`config.mk`:
```
export PLATFORM = sky130hd
export DESIGN_NAME = pwm_duty_ctrl_flat
export DESIGN_NICKNAME = d
export VERILOG_FILES = /design/src/rtl/pwm_duty_ctrl_if.sv /design/src/rtl/pwm_duty_ctrl.sv /design/src/flat_wrapper.sv
export SDC_FILE = /design/constraint.sdc
export NUM_CORES = 1
export LEC_CHECK = 0
export CORE_UTILIZATION = 53
export DETAILED_ROUTE_END_ITERATION = 10
export HOLD_SLACK_MARGIN = 0.05
export MAX_ROUTING_LAYER = met4
export PLACE_DENSITY = 0.8
export SYNTH_ARGS = -nofsm -noshare
export SYNTH_HDL_FRONTEND = slang
export SYNTH_SLANG_ARGS = --single-unit
```
`constraint.sdc`:
```
create_clock -name clk -period 5.1 [get_ports clk]
set_clock_uncertainty 0.1 [all_clocks]
set_input_delay 1.02 -clock clk [delete_from_list [all_inputs] [get_ports clk]]
set_output_delay 1.02 -clock clk [all_outputs]
set_load 0.03 [all_outputs]
```
`src/rtl/pwm_duty_ctrl_if.sv`:
```
`default_nettype none
// ============================================================================
// Module      : pwm_duty_ctrl_if
// Description : Button/mode inputs and duty/status outputs of pwm_duty_ctrl.
// Revision    : 1.0 - initial release
// ============================================================================
interface pwm_duty_ctrl_if;
  logic       btn_up;
  logic       btn_dn;
  logic       mode;
  logic [3:0] duty;
  logic       step_pulse;
  logic       at_min;
  logic       at_max;
  logic       ramp_active;

  modport master (
    output btn_up, btn_dn, mode,
    input  duty, step_pulse, at_min, at_max, ramp_active
  );

  modport slave (
    input  btn_up, btn_dn, mode,
    output duty, step_pulse, at_min, at_max, ramp_active
  );
endinterface
`default_nettype wire

```
`src/rtl/pwm_duty_ctrl.sv`:
```
`default_nettype none
// ============================================================================
// Module      : pwm_duty_ctrl
// Description : Debounced up/down buttons step a saturating 4-bit PWM duty;
//               optional auto-ramp enabled by macro PWM_DUTY_CTRL_RAMP_EN.
// Revision    : 1.0 - initial release
// ============================================================================
module pwm_duty_ctrl #(
  parameter int DEBOUNCE_CYCLES = 4,
  parameter int RAMP_DIV        = 3
) (
  input  logic            clk,
  input  logic            rst_n,
  pwm_duty_ctrl_if.slave  bus
);

  localparam int                c_db_w    = $clog2(DEBOUNCE_CYCLES + 1);
  localparam logic [c_db_w-1:0] c_db_last = c_db_w'(DEBOUNCE_CYCLES - 1);
  localparam logic [c_db_w-1:0] c_db_one  = c_db_w'(1);

  localparam logic [1:0] c_st_manual  = 2'd0;
`ifdef PWM_DUTY_CTRL_RAMP_EN
  localparam logic [1:0] c_st_ramp_up = 2'd1;
  localparam logic [1:0] c_st_ramp_dn = 2'd2;

  localparam int                 c_pre_w    = $clog2(RAMP_DIV + 1);
  localparam logic [c_pre_w-1:0] c_pre_last = c_pre_w'(RAMP_DIV - 1);
  localparam logic [c_pre_w-1:0] c_pre_one  = c_pre_w'(1);

  logic [c_pre_w-1:0] r_presc;
  logic [c_pre_w-1:0] w_presc_nxt;
  logic               w_tick;
`endif

  // Bit 0 carries the up button, bit 1 the down button.
  logic [1:0]        w_raw;
  logic [1:0]        r_sync1;
  logic [1:0]        r_sync2;
  logic [1:0]        r_deb;
  logic [1:0]        r_deb_d;
  logic [c_db_w-1:0] r_db_cnt [2];
  logic [1:0]        w_press;

  logic [1:0] r_state;
  logic [1:0] w_state_nxt;
  logic [3:0] r_duty;
  logic [3:0] w_duty_nxt;
  logic       r_step;

  assign w_raw   = {bus.btn_dn, bus.btn_up};
  assign w_press = r_deb & ~r_deb_d;

  always_ff @(posedge clk or negedge rst_n) begin
    if (!rst_n) begin
      r_sync1 <= '0;
      r_sync2 <= '0;
      r_deb   <= '0;
      r_deb_d <= '0;
      for (int i = 0; i < 2; i++) r_db_cnt[i] <= '0;
    end else begin
      r_sync1 <= w_raw;
      r_sync2 <= r_sync1;
      r_deb_d <= r_deb;
      for (int i = 0; i < 2; i++) begin
        if (r_sync2[i] != r_deb[i]) begin
          if (r_db_cnt[i] == c_db_last) begin
            r_deb[i]    <= ~r_deb[i];
            r_db_cnt[i] <= '0;
          end else begin
            r_db_cnt[i] <= r_db_cnt[i] + c_db_one;
          end
        end else begin
          r_db_cnt[i] <= '0;
        end
      end
    end
  end

`ifdef PWM_DUTY_CTRL_RAMP_EN
  assign w_tick = (r_presc == c_pre_last);
`endif

  // State register, duty register and the strobe marking a duty change.
  always_ff @(posedge clk or negedge rst_n) begin
    if (!rst_n) begin
      r_state <= c_st_manual;
      r_duty  <= 4'd0;
      r_step  <= 1'b0;
`ifdef PWM_DUTY_CTRL_RAMP_EN
      r_presc <= '0;
`endif
    end else begin
      r_state <= w_state_nxt;
      r_duty  <= w_duty_nxt;
      r_step  <= (w_duty_nxt != r_duty);
`ifdef PWM_DUTY_CTRL_RAMP_EN
      r_presc <= w_presc_nxt;
`endif
    end
  end

  always_comb begin
    w_state_nxt = r_state;
    case (r_state)
`ifdef PWM_DUTY_CTRL_RAMP_EN
      c_st_manual:
        if (bus.mode) w_state_nxt = (r_duty == 4'd15) ? c_st_ramp_dn : c_st_ramp_up;
      c_st_ramp_up:
        if (!bus.mode)                    w_state_nxt = c_st_manual;
        else if (w_tick && r_duty >= 4'd14) w_state_nxt = c_st_ramp_dn;
      c_st_ramp_dn:
        if (!bus.mode)                    w_state_nxt = c_st_manual;
        else if (w_tick && r_duty <= 4'd1)  w_state_nxt = c_st_ramp_up;
`else
      c_st_manual: w_state_nxt = c_st_manual;
`endif
      default: w_state_nxt = c_st_manual;
    endcase
  end

  always_comb begin
    w_duty_nxt = r_duty;
`ifdef PWM_DUTY_CTRL_RAMP_EN
    w_presc_nxt = r_presc;
`endif
    case (r_state)
      c_st_manual: begin
        if (w_press[0] && !w_press[1] && r_duty != 4'd15)
          w_duty_nxt = r_duty + 4'd1;
        else if (w_press[1] && !w_press[0] && r_duty != 4'd0)
          w_duty_nxt = r_duty - 4'd1;
`ifdef PWM_DUTY_CTRL_RAMP_EN
        w_presc_nxt = '0;
`endif
      end
`ifdef PWM_DUTY_CTRL_RAMP_EN
      // Leaving ramp mode wins over a coincident tick.
      c_st_ramp_up: begin
        if (!bus.mode) begin
          w_presc_nxt = '0;
        end else begin
          w_presc_nxt = w_tick ? '0 : r_presc + c_pre_one;
          if (w_tick && r_duty != 4'd15) w_duty_nxt = r_duty + 4'd1;
        end
      end
      c_st_ramp_dn: begin
        if (!bus.mode) begin
          w_presc_nxt = '0;
        end else begin
          w_presc_nxt = w_tick ? '0 : r_presc + c_pre_one;
          if (w_tick && r_duty != 4'd0) w_duty_nxt = r_duty - 4'd1;
        end
      end
`endif
      default: w_duty_nxt = r_duty;
    endcase
  end

  assign bus.duty       = r_duty;
  assign bus.step_pulse = r_step;
  assign bus.at_min     = (r_duty == 4'd0);
  assign bus.at_max     = (r_duty == 4'd15);
`ifdef PWM_DUTY_CTRL_RAMP_EN
  assign bus.ramp_active = (r_state != c_st_manual);
`else
  assign bus.ramp_active = 1'b0;

  logic w_unused_cfg;
  assign w_unused_cfg = bus.mode | (RAMP_DIV > 0);
`endif

endmodule
`default_nettype wire

```
`src/flat_wrapper.sv`:
```
// flat-port wrapper written by rule: the top's interface ports become plain ports
module pwm_duty_ctrl_flat 
#(
  parameter int DEBOUNCE_CYCLES = 4,
  parameter int RAMP_DIV        = 3
)
  (clk, rst_n, bus_btn_up, bus_btn_dn, bus_mode, bus_duty, bus_step_pulse, bus_at_min, bus_at_max, bus_ramp_active);
  pwm_duty_ctrl_if bus_i ();
  input  logic clk;
  input  logic rst_n;
  input wire logic [$bits(bus_i.btn_up)-1:0] bus_btn_up;
  input wire logic [$bits(bus_i.btn_dn)-1:0] bus_btn_dn;
  input wire logic [$bits(bus_i.mode)-1:0] bus_mode;
  output wire logic [$bits(bus_i.duty)-1:0] bus_duty;
  output wire logic [$bits(bus_i.step_pulse)-1:0] bus_step_pulse;
  output wire logic [$bits(bus_i.at_min)-1:0] bus_at_min;
  output wire logic [$bits(bus_i.at_max)-1:0] bus_at_max;
  output wire logic [$bits(bus_i.ramp_active)-1:0] bus_ramp_active;
  assign bus_i.btn_up = bus_btn_up;
  assign bus_i.btn_dn = bus_btn_dn;
  assign bus_i.mode = bus_mode;
  assign bus_duty = bus_i.duty;
  assign bus_step_pulse = bus_i.step_pulse;
  assign bus_at_min = bus_i.at_min;
  assign bus_at_max = bus_i.at_max;
  assign bus_ramp_active = bus_i.ramp_active;
  pwm_duty_ctrl #(.DEBOUNCE_CYCLES(DEBOUNCE_CYCLES), .RAMP_DIV(RAMP_DIV)) u_core (.clk(clk), .rst_n(rst_n), .bus(bus_i));
endmodule
```
Yosys cells after proc, flatten, opt, wreduce, memory -nomap -nowiden
Cells that the tools add are included.
{"block": "totals", "register_bits": 19, "output_inout_bits": 8}
{"block": "classes", "add_sub_neg": 4, "eq_ne": 7, "reduce_logical": 10, "n_mux": 6, "n_bitwise": 4}
{"operator": "3-bit 2-to-1 mux", "n": 4}
{"operator": "4-bit 2-to-1 mux", "n": 2}
{"operator": "3-bit by 1-bit adder with 3-bit output (second input constant)", "n": 2}
{"operator": "3-bit by 2-bit == test with 1-bit output (second input constant)", "n": 2}
{"operator": "4-bit by 1-bit adder with 4-bit output (second input constant)", "n": 1}
{"operator": "4-bit == test (second input constant)", "n": 1}
{"operator": "1-bit logical AND", "n": 4}
{"operator": "4-bit logical NOT", "n": 1}
{"operator": "4-bit != test", "n": 1}
{"operator": "4-bit != test (second input constant)", "n": 1}
{"operator": "2-bit AND reduction", "n": 2}
{"operator": "4-bit nonzero test", "n": 1}
{"operator": "4-bit by 1-bit subtractor with 4-bit output (second input constant)", "n": 1}
{"operator": "2-bit AND", "n": 1}
{"operator": "1-bit logical NOT", "n": 2}
{"operator": "1-bit != test", "n": 2}
{"operator": "1-bit NOT", "n": 2}
{"operator": "2-bit NOT", "n": 1}

Logic depth before layout (Yosys ltp)
Gate-level depths: netlist of the first run.
{"block": "depth", "depth_word": 8, "depth_mapped": 6}

Worst setup path before layout of the first run
OpenSTA, ideal clock, no wires.
{"block": "synth_path", "kind": "reg2out", "start": "reg u_core.r_duty[0] (netlist: u_core.bus.duty[0])", "end": "out bus_at_min", "setup_slack_ns": 2.395, "path_buffers": 0, "stages_incl_launch_ff": 4, "required_time_ns": 3.980, "arrival_ns": 1.585, "path_cell_list": "dfrtp_1 -> inv_1 -> ha_1 -> nor3b_1"}
{"block": "synth_via", "elab_chain_len": 1}
{"item": "from (decl)", "line_no": "pwm_duty_ctrl.sv:46", "text": "logic [3:0] r_duty;"}
{"item": "from (signal assigned)", "line_no": "pwm_duty_ctrl.sv:94", "text": "r_duty <= w_duty_nxt;"}
{"item": "4-bit logical NOT", "line_no": "pwm_duty_ctrl.sv:161", "text": "assign bus.at_min = (r_duty == 4'd0);"}
{"item": "to (decl)", "line_no": "flat_wrapper.sv:16", "text": "output wire logic [$bits(bus_i.at_min)-1:0] bus_at_min;"}
No other way between the ends.

Worst setup path after layout of the first run
Ends and elaborated chain as after synthesis.

==> results of run 1 <==
layout make-up:
class	instances	area, um2
Clock buffer	3	22.5
Tap cell	15	18.8
Multi-Input combinational cell	34	272
Inverter	5	18.8
Clock inverter	1	5.00
Timing Repair Buffer	10	100
Fill cell	104	422
Sequential cell	19	475
report_power, final:
part           internal, mW  total (mW)  switching, mW  leakage, nW
registers             0.202       0.243         0.0405        0.234
logic                 0.116       0.248          0.132        0.171
clock network        0.0291      0.0705         0.0413       0.0177
total                 0.348       0.562          0.214        0.423
worst paths after layout:
check | cells past startpoint | end | slack (ns) | from
max in group asynchronous | 1 | u_core.r_sync2[1] | 3.32 | rst_n
worst min-delay path | 0 | u_core.r_sync2[1] | 0.26 | u_core.r_sync1[1]
min in group asynchronous | 1 | u_core.r_db_cnt[2] | 1.09 | rst_n
worst max register to register | 6 | u_core.bus.duty[3] | 3.31 | u_core.bus.duty[0]
worst min register to register | 0 | u_core.r_sync2[1] | 0.26 | u_core.r_sync1[1]
worst max-delay path | 4 | bus_at_min | 2.00 | u_core.bus.duty[0]
sequential cells by signal (all words and copies together), names as in the netlist:
register,cells
u_core.r_sync2,2
u_core.r_db_cnt,6
u_core.r_deb,2
u_core.r_deb_d,2
u_core.r_sync1,2
u_core.bus.step_pulse,1
u_core.bus.duty,4
per-stage QoR:
stage | cell area (um2) | power, mW | utilization | setup WS, ns
4_1_cts | 912 | 0.569 | 0.684 | 1.97
6_report | 912 | 0.562 | 0.684 | 2.00
3_5_place_dp | 885 | 0.495 | 0.663 | 2.31
3_3_place_gp | 885 | 0.489 | 0.663 | 2.31
2_1_floorplan | 773 | 0.416 | - | 2.39
5_1_grt | 912 | 0.612 | 0.684 | 1.90
placed cells by master, fill, tap and decap left out:
cell type        Yosys  routed
nand2_1              1       1
xnor2_1              3       3
conb_1               1       1
dfrtp_1             19      19
nand2b_1             2       2
or3_4                1       1
o22ai_2              1       1
nand3_1              3       3
clkbuf_4             0       3
o22ai_1              1       1
and3b_1              1       1
nor3_1               1       1
mux2_2               2       2
o211ai_1             2       2
nand4_1              1       1
clkdlybuf4s50_1      0      10
nor2b_1              3       3
ha_1                 4       4
clkinv_2             0       1
inv_1                5       5
nor3b_1              4       4
xor2_1               2       2
or3_1                1       1
cells by family (layout without fill, tap and decap cells):
kind of cell / after synthesis / after routing
DFF: 19 / 19
xor gates and xnor gates: 5 / 5
buffers and inverters: 6 / 19
muxes: 2 / 2
adders and majority gates: 4 / 4
other: 1 / 1
AOI/OAI and AO/OA: 4 / 4
and+or+nand+nor: 18 / 18
worst max-delay path, stage by stage (launching register included):
cell	delay [ns]
dfrtp_1	0.43
inv_1	0.10
ha_1	0.17
nor3b_1	0.27
clkdlybuf4s50_1	0.72
per-layer routing:
layer  up-vias  track usage
met5         -            -
met4         0        0.125
met3         2       0.0333
met2        10        0.258
met1       215        0.223
li1        221            -
==> results.md, run 1 <==
* Share of synthesized cell area in full adder, half adder and majority cells at 0.0647
* EDFF count, synth at 0
* Max-slew headroom at 0.464
* Relative area change from synthesis to final layout at 18.0%
* Die boundary height at roughly 40 um
* Post-DR vias/cell at 5.15
* Number of antenna violations at the first check in global routing at 0
* DRC violation count after routing at 0
* Final setup vio count at 0
* Data arrival time at the worst-slack endpoint at 1.98 ns
* Netlist area before placement at 773 um2
* Number of max-slew violations in the final report at 0
* Share of the synthesized area in compound gates (AO/OA/AOI/OAI) at 0.0437
* Global-route wire length before repair at ~1700 um
* Layout Nets at 82
* Critical path endpoint category: primary output
* Placed cell count at 83
* Detailed-placement wirelength estimate at 739 um
* # resized after CTS at 0
* Setup repair after global routing missed its margin: false
* Number of global-route vias before repair at 414
* Worst-case hold slack at 0.260 ns
* Post-route met1 wirelength at ~500 um
* Total clock sinks at 19
* Data required time at the worst endpoint at 3.98 ns
* Initial Util at 0.580
* Remaining global-route overflow at 0
* Type of the worst setup path: flip-flop to primary output
* Critical Path Source Type: flip-flop
* Root buffer cell: clkbuf_4
* Synthesized area per cell at ~13 um2
* Distinct cells, synth at 21
* Total routing resource utilization after global routing at 0.177
* Share of layout cells above drive strength 1 at 0.111
* Power per unit of standard cell area at 616 nW/um2
* Top layer reached by signal wires: met4
* Number of buffers inserted to repair setup after CTS at 0
* Sum of met2 wire segment lengths after detailed routing at 449 um
* Cell taking the most area after synthesis: dfrtp_1
* Share of flip-flops with an asynchronous set or reset after synthesis at 1.00
* Largest family of logic cells by synthesized area: simple AND/OR/NAND/NOR gates
* Maximum buffer depth of the clock tree at 2
* I/O Buffers at 10
* Final sum of negative setup slack at 0 ns
* Gpl congestion at 0.671
* Vias after detailed routing at 448
* Result of the run: finished clean
* Xor-xnor portion of the synthesized cell area at 0.0566
* Pin count of the biggest net entering global routing at 20
* Top cells by instance count after synthesis: dfrtp_1 (19), inv_1 (5), ha_1 (4), nor3b_1 (4)
* Highest achievable clock rate at 322 MHz
* Overall routed net length at 1000 um
* Yosys warning total at 0
* Number of synthesized register bits at 19
* Max cap viols at 0
* Hold Violations, Final at 0
* Final ANT Viol Nets at 0
* Most frequently used flop master after synthesis: dfrtp_1
* Tmin final at slightly above 3 ns
* Max rail drop VDD at approximately 0.30 mV
* Fin cells at 87
* Crit path max fanout at 5
* CTS Buf Count at 3
* Die area at about 1600 um2
* Horiz. Die Dim at around 40 um
* Clock tree from TritonCTS: yes
* CORE AREA at 1330 um2
* Deepest level of the CTS H-tree at 1
* Initial DRC count at 3
* Average routed wire per standard cell at around 11 um
* Clock latency on the worst-skew pair at between 0.2 and 0.3 ns
* Part of the Yosys area used for sequential elements at 0.615
* Diode insertion count for antenna repair at 0
* Share of synthesized cell area in and, or, nand and nor gates at 0.152
* Standby leakage power at roughly 0.42 nW
* Number of instances in the synthesized netlist at 59
* Cts hold-fix bufs at 0
* Actual slew at the worst max-slew pin at 0.802 ns
* Synth Net Count at 68
* Top-level I/O count at 13
* Number of iterations in the first detailed-routing pass at 2
* Mux contribution to synthesized area at 0.0291
* Most repeated cell in the gate-level netlist after synthesis: dfrtp_1
* Detailed-routed wire length on met3 at 35 um
* Hold/Removal Path Class: flip-flop to flip-flop
* Cell Rows at 13
* Period Utilization, post-route at 0.608
* CTS clk-pin slew, worst paths at 0.10 ns
* Area contributors post-synth: dfrtp_1 (61%), ha_1 (6.5%), nor3b_1 (3.9%)
* Area share of the largest cell type after synthesis at 0.615
Power figures use the tool's default switching activity.
==> run 2, diff against run 1 <==
--- a/config.mk
+++ b/config.mk
@@ -5,11 +5,11 @@
 export SDC_FILE = /design/constraint.sdc
 export NUM_CORES = 1
 export LEC_CHECK = 0
-export CORE_UTILIZATION = 53
+export CORE_UTILIZATION = 49
 export DETAILED_ROUTE_END_ITERATION = 10
 export HOLD_SLACK_MARGIN = 0.05
 export MAX_ROUTING_LAYER = met4
-export PLACE_DENSITY = 0.8
+export PLACE_DENSITY = 0.75
 export SYNTH_ARGS = -nofsm -noshare
 export SYNTH_HDL_FRONTEND = slang
 export SYNTH_SLANG_ARGS = --single-unit
==> constraint.sdc (replaced) <==
create_clock -name clk -period 3.16 [get_ports clk]
set_clock_uncertainty 0.1 [all_clocks]
set_input_delay 0.632 -clock clk [delete_from_list [all_inputs] [get_ports clk]]
set_output_delay 0.632 -clock clk [all_outputs]
set_load 0.03 [all_outputs]
==> run 2 against run 1 <==
  * Worst hold slack lost 0.0027 ns
  * Sequential share of layout area grew 0.072 points
  * Worst setup slack lost 1.6 ns
  * Routed wire length grew 0.30%
  * Critical path depth is the same
  * Register-to-register slack lost 1.9 ns
  * Non-clock buffer count is the same
  * Critical path type unchanged
  * Sequential power grew 60%
  * Via count grew 0.22%
  * Largest power group unchanged
==> results.md, run 2 (same netlist as run 1, synthesis figures left out) <==
* Result of the run: finished clean (unchanged)
* CTS Buf Count at 3 (unchanged)
* Cts hold-fix bufs at 0 (unchanged)
* Die area at 1740 um2 (was 1620 um2)
* Highest achievable clock rate at 367 MHz
* Remaining global-route overflow at 0 (unchanged)
* Top-level I/O count at 13 (unchanged)
* Crit path max fanout at 5 (unchanged)
* Gpl congestion at 0.873 (was 0.671)
* Type of the worst setup path: flip-flop to primary output (unchanged)
* Flip-flop count of the largest register after layout at 6 (unchanged)
* Number of antenna violations at the first check in global routing at 0 (unchanged)
* Final sum of negative setup slack at 0 ns (unchanged)
* Max rail drop VDD at 0.580 mV (was 0.298 mV)
* Maximum buffer depth of the clock tree at 2 (unchanged)
* Most common cell after layout, fill and taps aside: dfrtp_1 (unchanged)
* Setup repair after global routing missed its margin: false (unchanged)
* Hold Violations, Final at 0 (unchanged)
* CTS clk-pin slew, worst paths at 0.10 ns (about the same)
* Overall routed net length at 1000 um (about the same)
* Vias after detailed routing at 449 (was 448)
* Data arrival time at the worst-slack endpoint at 2.00 ns (was 1.98 ns)
* Destination of the worst register-to-register timing path: u_core.bus.duty[3] (unchanged)
* Hold worst-path end: u_core.r_sync2[0] (was u_core.r_sync2[1])
* DRC violation count after routing at 0 (unchanged)
* Critical Path Source Type: flip-flop (unchanged)
* Hold/Removal Path Class: flip-flop to flip-flop (unchanged)
* Worst r2r src: u_core.bus.duty[0] (unchanged)
* Standby leakage power at 0.420 nW (was 0.423 nW)
* Pin count of the biggest net entering global routing at 20 (unchanged)
* Detailed-placement wirelength estimate at 734 um (was 739 um)
* Fin cells at 87 (unchanged)
* Launch point of the worst hold path: u_core.r_sync1[0] (was u_core.r_sync1[1])
* Max-slew headroom at 0.468 (was 0.464)
* CORE AREA at 1380 um2 (was 1330 um2)
* Final setup vio count at 0 (unchanged)
* Post-DR vias/cell at 5.16 (was 5.15)
* Cell Rows at 13 (unchanged)
* Total routing resource utilization after global routing at 0.139 (was 0.177)
* Diode insertion count for antenna repair at 0 (unchanged)
* Critical path endpoint category: primary output (unchanged)
* Placed cell count at 83 (unchanged)
* Data required time at the worst endpoint at 2.43 ns (was 3.98 ns)
* Depth of the worst register-to-register path at 6 (unchanged)
* Global-route wire length before repair at 1790 um (was 1710 um)
* Total design power at 905 uW (was 562 uW)
* Horiz. Die Dim at 41.7 um (was 40.2 um)
* Number of global-route vias before repair at 430 (was 414)
* Average routed wire per standard cell at 11.5 um (about the same)
* Layout Nets at 82 (unchanged)
* Worst-case hold slack at 0.257 ns (was 0.260 ns)
* # resized after CTS at 0 (unchanged)
* Worst hold path cell count at 0 (unchanged)
* Initial Util at 0.559 (was 0.580)
* Reg-to-reg setup timing slack at 1.38 ns (was 3.31 ns)
* Clock tree from TritonCTS: yes (unchanged)
* Share of layout cells above drive strength 1 at 0.0972 (was 0.111)
* I/O Buffers at 10 (unchanged)
* Final ANT Viol Nets at 0 (unchanged)
* Actual slew at the worst max-slew pin at 0.796 ns (was 0.802 ns)
* Die boundary height at 41.7 um (was 40.2 um)
* Smallest setup slack after layout at 0.433 ns (was 2.00 ns)
* Tmin final at 2.73 ns
* Initial DRC count at 6 (was 3)
* Period Utilization, post-route at 0.863
* Relative area change from synthesis to final layout at 17.8% (was 18.0%)
* Number of iterations in the first detailed-routing pass at 2 (unchanged)
* Number of max-slew violations in the final report at 0 (unchanged)
* Power per unit of standard cell area at 994 nW/um2 (was 616 nW/um2)
* Clock latency on the worst-skew pair at 0.28 ns (about the same)
* Max cap viols at 0 (unchanged)
* Root buffer cell: clkbuf_4 (unchanged)
* Total clock sinks at 19 (unchanged)
* Highest-count cells in the layout ignoring fill and taps: dfrtp_1 (19), clkdlybuf4s50_1 (10), inv_1 (5), nor3b_1 (4), ha_1 (4) (unchanged)
* Dpl ws at 0.762 ns (was 2.31 ns)
* Deepest level of the CTS H-tree at 1 (unchanged)
* Number of buffers inserted to repair setup after CTS at 0 (unchanged)
* Register bank with the most flops: u_core.r_db_cnt (unchanged)
==> run 2: changes by cell type in the layout (fill, tap and decap cells not counted), sizes merged <==
cell	delta
clkbuf	+1
clkinv	-1
==> run 2: power by group <==
group / internal (mW) / switching, mW / leakage, nW / total (mW)
Sequential: 0.327 / 0.0624 / 0.234 / 0.389
Clock: 0.0489 / 0.0667 / 0.0150 / 0.116
Combinational: 0.187 / 0.214 / 0.171 / 0.401
==> run 2: area by class of cell <==
cell class	instances	area (um2)
Sequential cell	19	475
Fill cell	108	472
Multi-Input combinational cell	34	272
Timing Repair Buffer	10	100
Clock buffer	4	26.3
Inverter	5	18.8
Tap cell	15	18.8
==> run 2: how the worst max path moves through the flow <==
| stage | start | slack, ns | to | cells after the start |
|---|---|---|---|---|
| final | u_core.bus.duty[0] | 0.43 | bus_at_min | 4 |
| after detailed placement | u_core.bus.duty[0] | 0.76 | bus_at_min | 4 |
| after global placement | u_core.bus.duty[0] | 0.76 | bus_at_min | 4 |
| after CTS | u_core.bus.duty[0] | 0.43 | bus_at_min | 4 |
| after global routing | u_core.bus.duty[0] | 0.29 | bus_at_min | 4 |
| after floorplan | u_core.bus.duty[0] | 0.83 | u_core.bus.duty[2] | 6 |
==> run 2: metal layers <==
metal,wire [um],track usage,vias to the layer above
met3,28,0.0391,2
met1,496,0.166,214
met5,0,-,-
met4,12,0.0581,0
met2,465,0.222,9
li1,-,-,224
==> run 2: through the flow <==
stage               area [um2]  utilization
CTS                        911        0.659
floorplan                  773            -
global placement           885        0.640
finish                     911        0.659
global route               911        0.659
detailed placement         885        0.640
==> run 2: critical path, stage by stage, from the launching register on <==
cell,delay [ns]
dfrtp_1,0.43
inv_1,0.11
ha_1,0.17
nor3b_1,0.28
clkdlybuf4s50_1,0.73
==> run 3, diff against run 2 <==
--- a/config.mk
+++ b/config.mk
@@ -5,11 +5,12 @@
 export SDC_FILE = /design/constraint.sdc
 export NUM_CORES = 1
 export LEC_CHECK = 0
-export CORE_UTILIZATION = 49
+export ABC_AREA = 1
+export CORE_UTILIZATION = 51
 export DETAILED_ROUTE_END_ITERATION = 10
 export HOLD_SLACK_MARGIN = 0.05
 export MAX_ROUTING_LAYER = met4
-export PLACE_DENSITY = 0.75
+export PLACE_DENSITY = 0.76
 export SYNTH_ARGS = -nofsm -noshare
 export SYNTH_HDL_FRONTEND = slang
 export SYNTH_SLANG_ARGS = --single-unit
==> run 3 against run 2 <==
  * Combinational power increased by 16%
  * Worst hold slack improved by 0.0016 ns
  * Sequential cell count unchanged
  * Final area increased by 9.5%
  * Sequential power increased by 2%
  * Synthesized cell count increased by 49%
  * Highest routed layer unchanged
  * Sequential share of layout area decreased by 4.5 points
  * Fmax increased by 0.31%
  * Final cell count increased by 34%
  * Total power increased by 9.0%
  * First-iteration DRC count decreased by 33%
  * Routed wire length increased by 30%
==> results.md, run 3 <==
* Xor-xnor portion of the synthesized cell area at 0.0496 (was 0.0566)
* Crit path max fanout at 5 (unchanged)
* Max-slew headroom at 0.445 (was 0.468)
* Standby leakage power at 0.498 nW (was 0.420 nW)
* Power per unit of standard cell area at 989 nW/um2 (was 994 nW/um2)
* # resized after CTS at 0 (unchanged)
* Die boundary height at 43.0 um (was 41.7 um)
* Netlist area before placement at 858 um2 (was 773 um2)
* Highest-count cells in the layout ignoring fill and taps: nand2_1 (21), dfrtp_1 (19), inv_1 (10), clkdlybuf4s50_1 (10) (was dfrtp_1 (19), clkdlybuf4s50_1 (10), inv_1 (5), nor3b_1 (4), ha_1 (4))
* Highest achievable clock rate at 368 MHz (was 367 MHz)
* Max cap viols at 0 (unchanged)
* Share of synthesized cell area in and, or, nand and nor gates at 0.233 (was 0.152)
* Number of iterations in the first detailed-routing pass at 4 (was 2)
* Number of synthesized register bits at 19 (unchanged)
* Share of synthesized cell area in full adder, half adder and majority cells at 0.0583 (was 0.0647)
* Data required time at the worst endpoint at 2.43 ns (about the same)
* Actual slew at the worst max-slew pin at 0.830 ns (was 0.796 ns)
* CTS clk-pin slew, worst paths at 0.11 ns (was 0.10 ns)
* Period Utilization, post-route at 0.860 (was 0.863)
* Share of flip-flops with an asynchronous set or reset after synthesis at 1.00 (unchanged)
* Most common cell after layout, fill and taps aside: nand2_1 (was dfrtp_1)
* Setup repair after global routing missed its margin: false (unchanged)
* Gpl congestion at 0.828 (was 0.873)
* Cts hold-fix bufs at 0 (unchanged)
* Reg-to-reg setup timing slack at 1.65 ns (was 1.38 ns)
* Largest family of logic cells by synthesized area: simple AND/OR/NAND/NOR gates (unchanged)
* Final sum of negative setup slack at 0 ns (unchanged)
* Post-DR vias/cell at 5.09 (was 5.16)
* Vias after detailed routing at 596 (was 449)
* Tmin final at 2.72 ns (was 2.73 ns)
* Hold/Removal Path Class: flip-flop to flip-flop (unchanged)
* Max rail drop VDD at 0.400 mV (was 0.580 mV)
* Most frequently used flop master after synthesis: dfrtp_1 (unchanged)
* Final ANT Viol Nets at 0 (unchanged)
* Share of layout cells above drive strength 1 at 0.149 (was 0.0972)
* Number of buffers inserted to repair setup after CTS at 0 (unchanged)
* Deepest level of the CTS H-tree at 1 (unchanged)
* Number of max-slew violations in the final report at 0 (unchanged)
* Horiz. Die Dim at 43.0 um (was 41.7 um)
* Die area at 1850 um2 (was 1740 um2)
* EDFF count, synth at 0 (unchanged)
* Global-route wire length before repair at 2370 um (was 1790 um)
* Remaining global-route overflow at 0 (unchanged)
* Top-level I/O count at 13 (unchanged)
* Number of antenna violations at the first check in global routing at 0 (unchanged)
* Mux contribution to synthesized area at 0.0131 (was 0.0291)
* Result of the run: finished clean (unchanged)
* Total routing resource utilization after global routing at 0.188 (was 0.139)
* Average routed wire per standard cell at 11.2 um (was 11.5 um)
* Number of instances in the synthesized netlist at 88 (was 59)
* Area share of the largest cell type after synthesis at 0.554 (was 0.615)
* Cell taking the most area after synthesis: dfrtp_1 (unchanged)
* Initial Util at 0.557 (was 0.559)
* CTS Buf Count at 3 (unchanged)
* Data arrival time at the worst-slack endpoint at 1.99 ns (was 2.00 ns)
* Top cells by instance count after synthesis: nand2_1 (21), dfrtp_1 (19), inv_1 (10) (was dfrtp_1 (19), inv_1 (5), ha_1 (4), nor3b_1 (4))
* Clock tree from TritonCTS: yes (unchanged)
* Type of the worst setup path: flip-flop to primary output (unchanged)
* Register bank with the most flops: u_core.r_db_cnt (unchanged)
* Critical Path Source Type: flip-flop (unchanged)
* Placed cell count at 113 (was 83)
* Overall routed net length at 1310 um (was 1000 um)
* Distinct cells, synth at 21 (unchanged)
* Total clock sinks at 19 (unchanged)
* Layout Nets at 111 (was 82)
* I/O Buffers at 10 (unchanged)
* Relative area change from synthesis to final layout at 16.2% (was 17.8%)
* Initial DRC count at 4 (was 6)
* CORE AREA at 1540 um2 (was 1380 um2)
* Hold Violations, Final at 0 (unchanged)
* Synthesized area per cell at 9.75 um2 (was 13.1 um2)
* Yosys warning total at 0 (unchanged)
* Flip-flop count of the largest register after layout at 6 (unchanged)
* Most repeated cell in the gate-level netlist after synthesis: nand2_1 (was dfrtp_1)
* Pin count of the biggest net entering global routing at 20 (unchanged)
* Clock latency on the worst-skew pair at 0.30 ns (was 0.28 ns)
* Area contributors post-synth: dfrtp_1 (55%), nand2_1 (9.2%), ha_1 (5.8%) (was dfrtp_1 (61%), ha_1 (6.5%), nor3b_1 (3.9%))
* Part of the Yosys area used for sequential elements at 0.554 (was 0.615)
* Fin cells at 117 (was 87)
* Share of the synthesized area in compound gates (AO/OA/AOI/OAI) at 0.0175 (was 0.0437)
* DRC violation count after routing at 0 (unchanged)
* Diode insertion count for antenna repair at 0 (unchanged)
* Synth Net Count at 97 (was 68)
* Final setup vio count at 0 (unchanged)
* Number of global-route vias before repair at 583 (was 430)
* Critical path endpoint category: primary output (unchanged)
* Detailed-placement wirelength estimate at 1010 um (was 734 um)
* Maximum buffer depth of the clock tree at 2 (unchanged)
* Cell Rows at 14 (was 13)
* Root buffer cell: clkbuf_4 (unchanged)
run 3: worst max-delay path: stages, from the launching register on:
cell and delay (ns):
dfrtp_1 0.47, inv_1 0.12, ha_1 0.21, nand2_1 0.08, nor2_2 0.12, clkdlybuf4s50_1 0.68
run 3: path summary, 6_finish.rpt:
check | start | endpoint | depth (start not counted)
worst min register to register | u_core.r_sync1[1] | u_core.r_sync2[1] | 0
min in group asynchronous | rst_n | u_core.r_sync1[1] | 1
worst max-delay path | u_core.bus.duty[0] | bus_at_min | 5
worst max register to register | u_core.bus.duty[0] | u_core.bus.duty[2] | 8
worst min-delay path | u_core.r_sync1[1] | u_core.r_sync2[1] | 0
max in group asynchronous | rst_n | u_core.bus.duty[1] | 1
run 3: metrics by stage:
stage | hold WS, ns | power, mW | instance area (um2) | setup slack (ns) | utilization
2_1_floorplan | 0.231 | 0.732 | 858 | 1.21 | -
4_1_cts | 0.261 | 0.999 | 997 | 0.421 | 0.647
3_3_place_gp | 0.235 | 0.847 | 971 | 0.818 | 0.630
6_report | 0.259 | 0.987 | 997 | 0.441 | 0.647
3_5_place_dp | 0.236 | 0.874 | 971 | 0.768 | 0.630
5_1_grt | 0.280 | 1.07 | 997 | 0.297 | 0.647
run 3: cell families (layout without fill, tap and decap cells):
logic type               after synthesis  count (layout)
AND/OR/NAND/NOR                       41              41
flip-flops                            19              19
buffers and inverters                 15              28
adder cells (fa/ha/maj)                4               4
XOR/XNOR                               4               4
AO/OA/AOI/OAI                          3               3
other                                  1               1
multiplexers                           1               1
run 3: routing by layer:
| metal | part of all wire | wire (um) | up-vias | track usage |
|---|---|---|---|---|
| li1 | - | - | 295 | - |
| met1 | 0.45 | 588 | 282 | 0.206 |
| met2 | 0.49 | 637 | 14 | 0.306 |
| met3 | 0.030 | 39 | 5 | 0.0383 |
| met4 | 0.031 | 40 | 0 | 0.127 |
| met5 | 0 | 0 | - | - |
run 3: power by group:
| group | internal, mW | total, mW | switching (mW) |
|---|---|---|---|
| clock network | 0.0492 | 0.123 | 0.0736 |
| logic | 0.188 | 0.465 | 0.277 |
| registers | 0.324 | 0.398 | 0.0745 |
| total | 0.561 | 0.987 | 0.425 |
run 3: final cells by class:
class	instances	area, um2
Clock buffer	4	26.3
Inverter	14	52.6
Fill cell	136	544
Tap cell	16	20.0
Multi-Input combinational cell	54	323
Timing Repair Buffer	10	100
Sequential cell	19	475
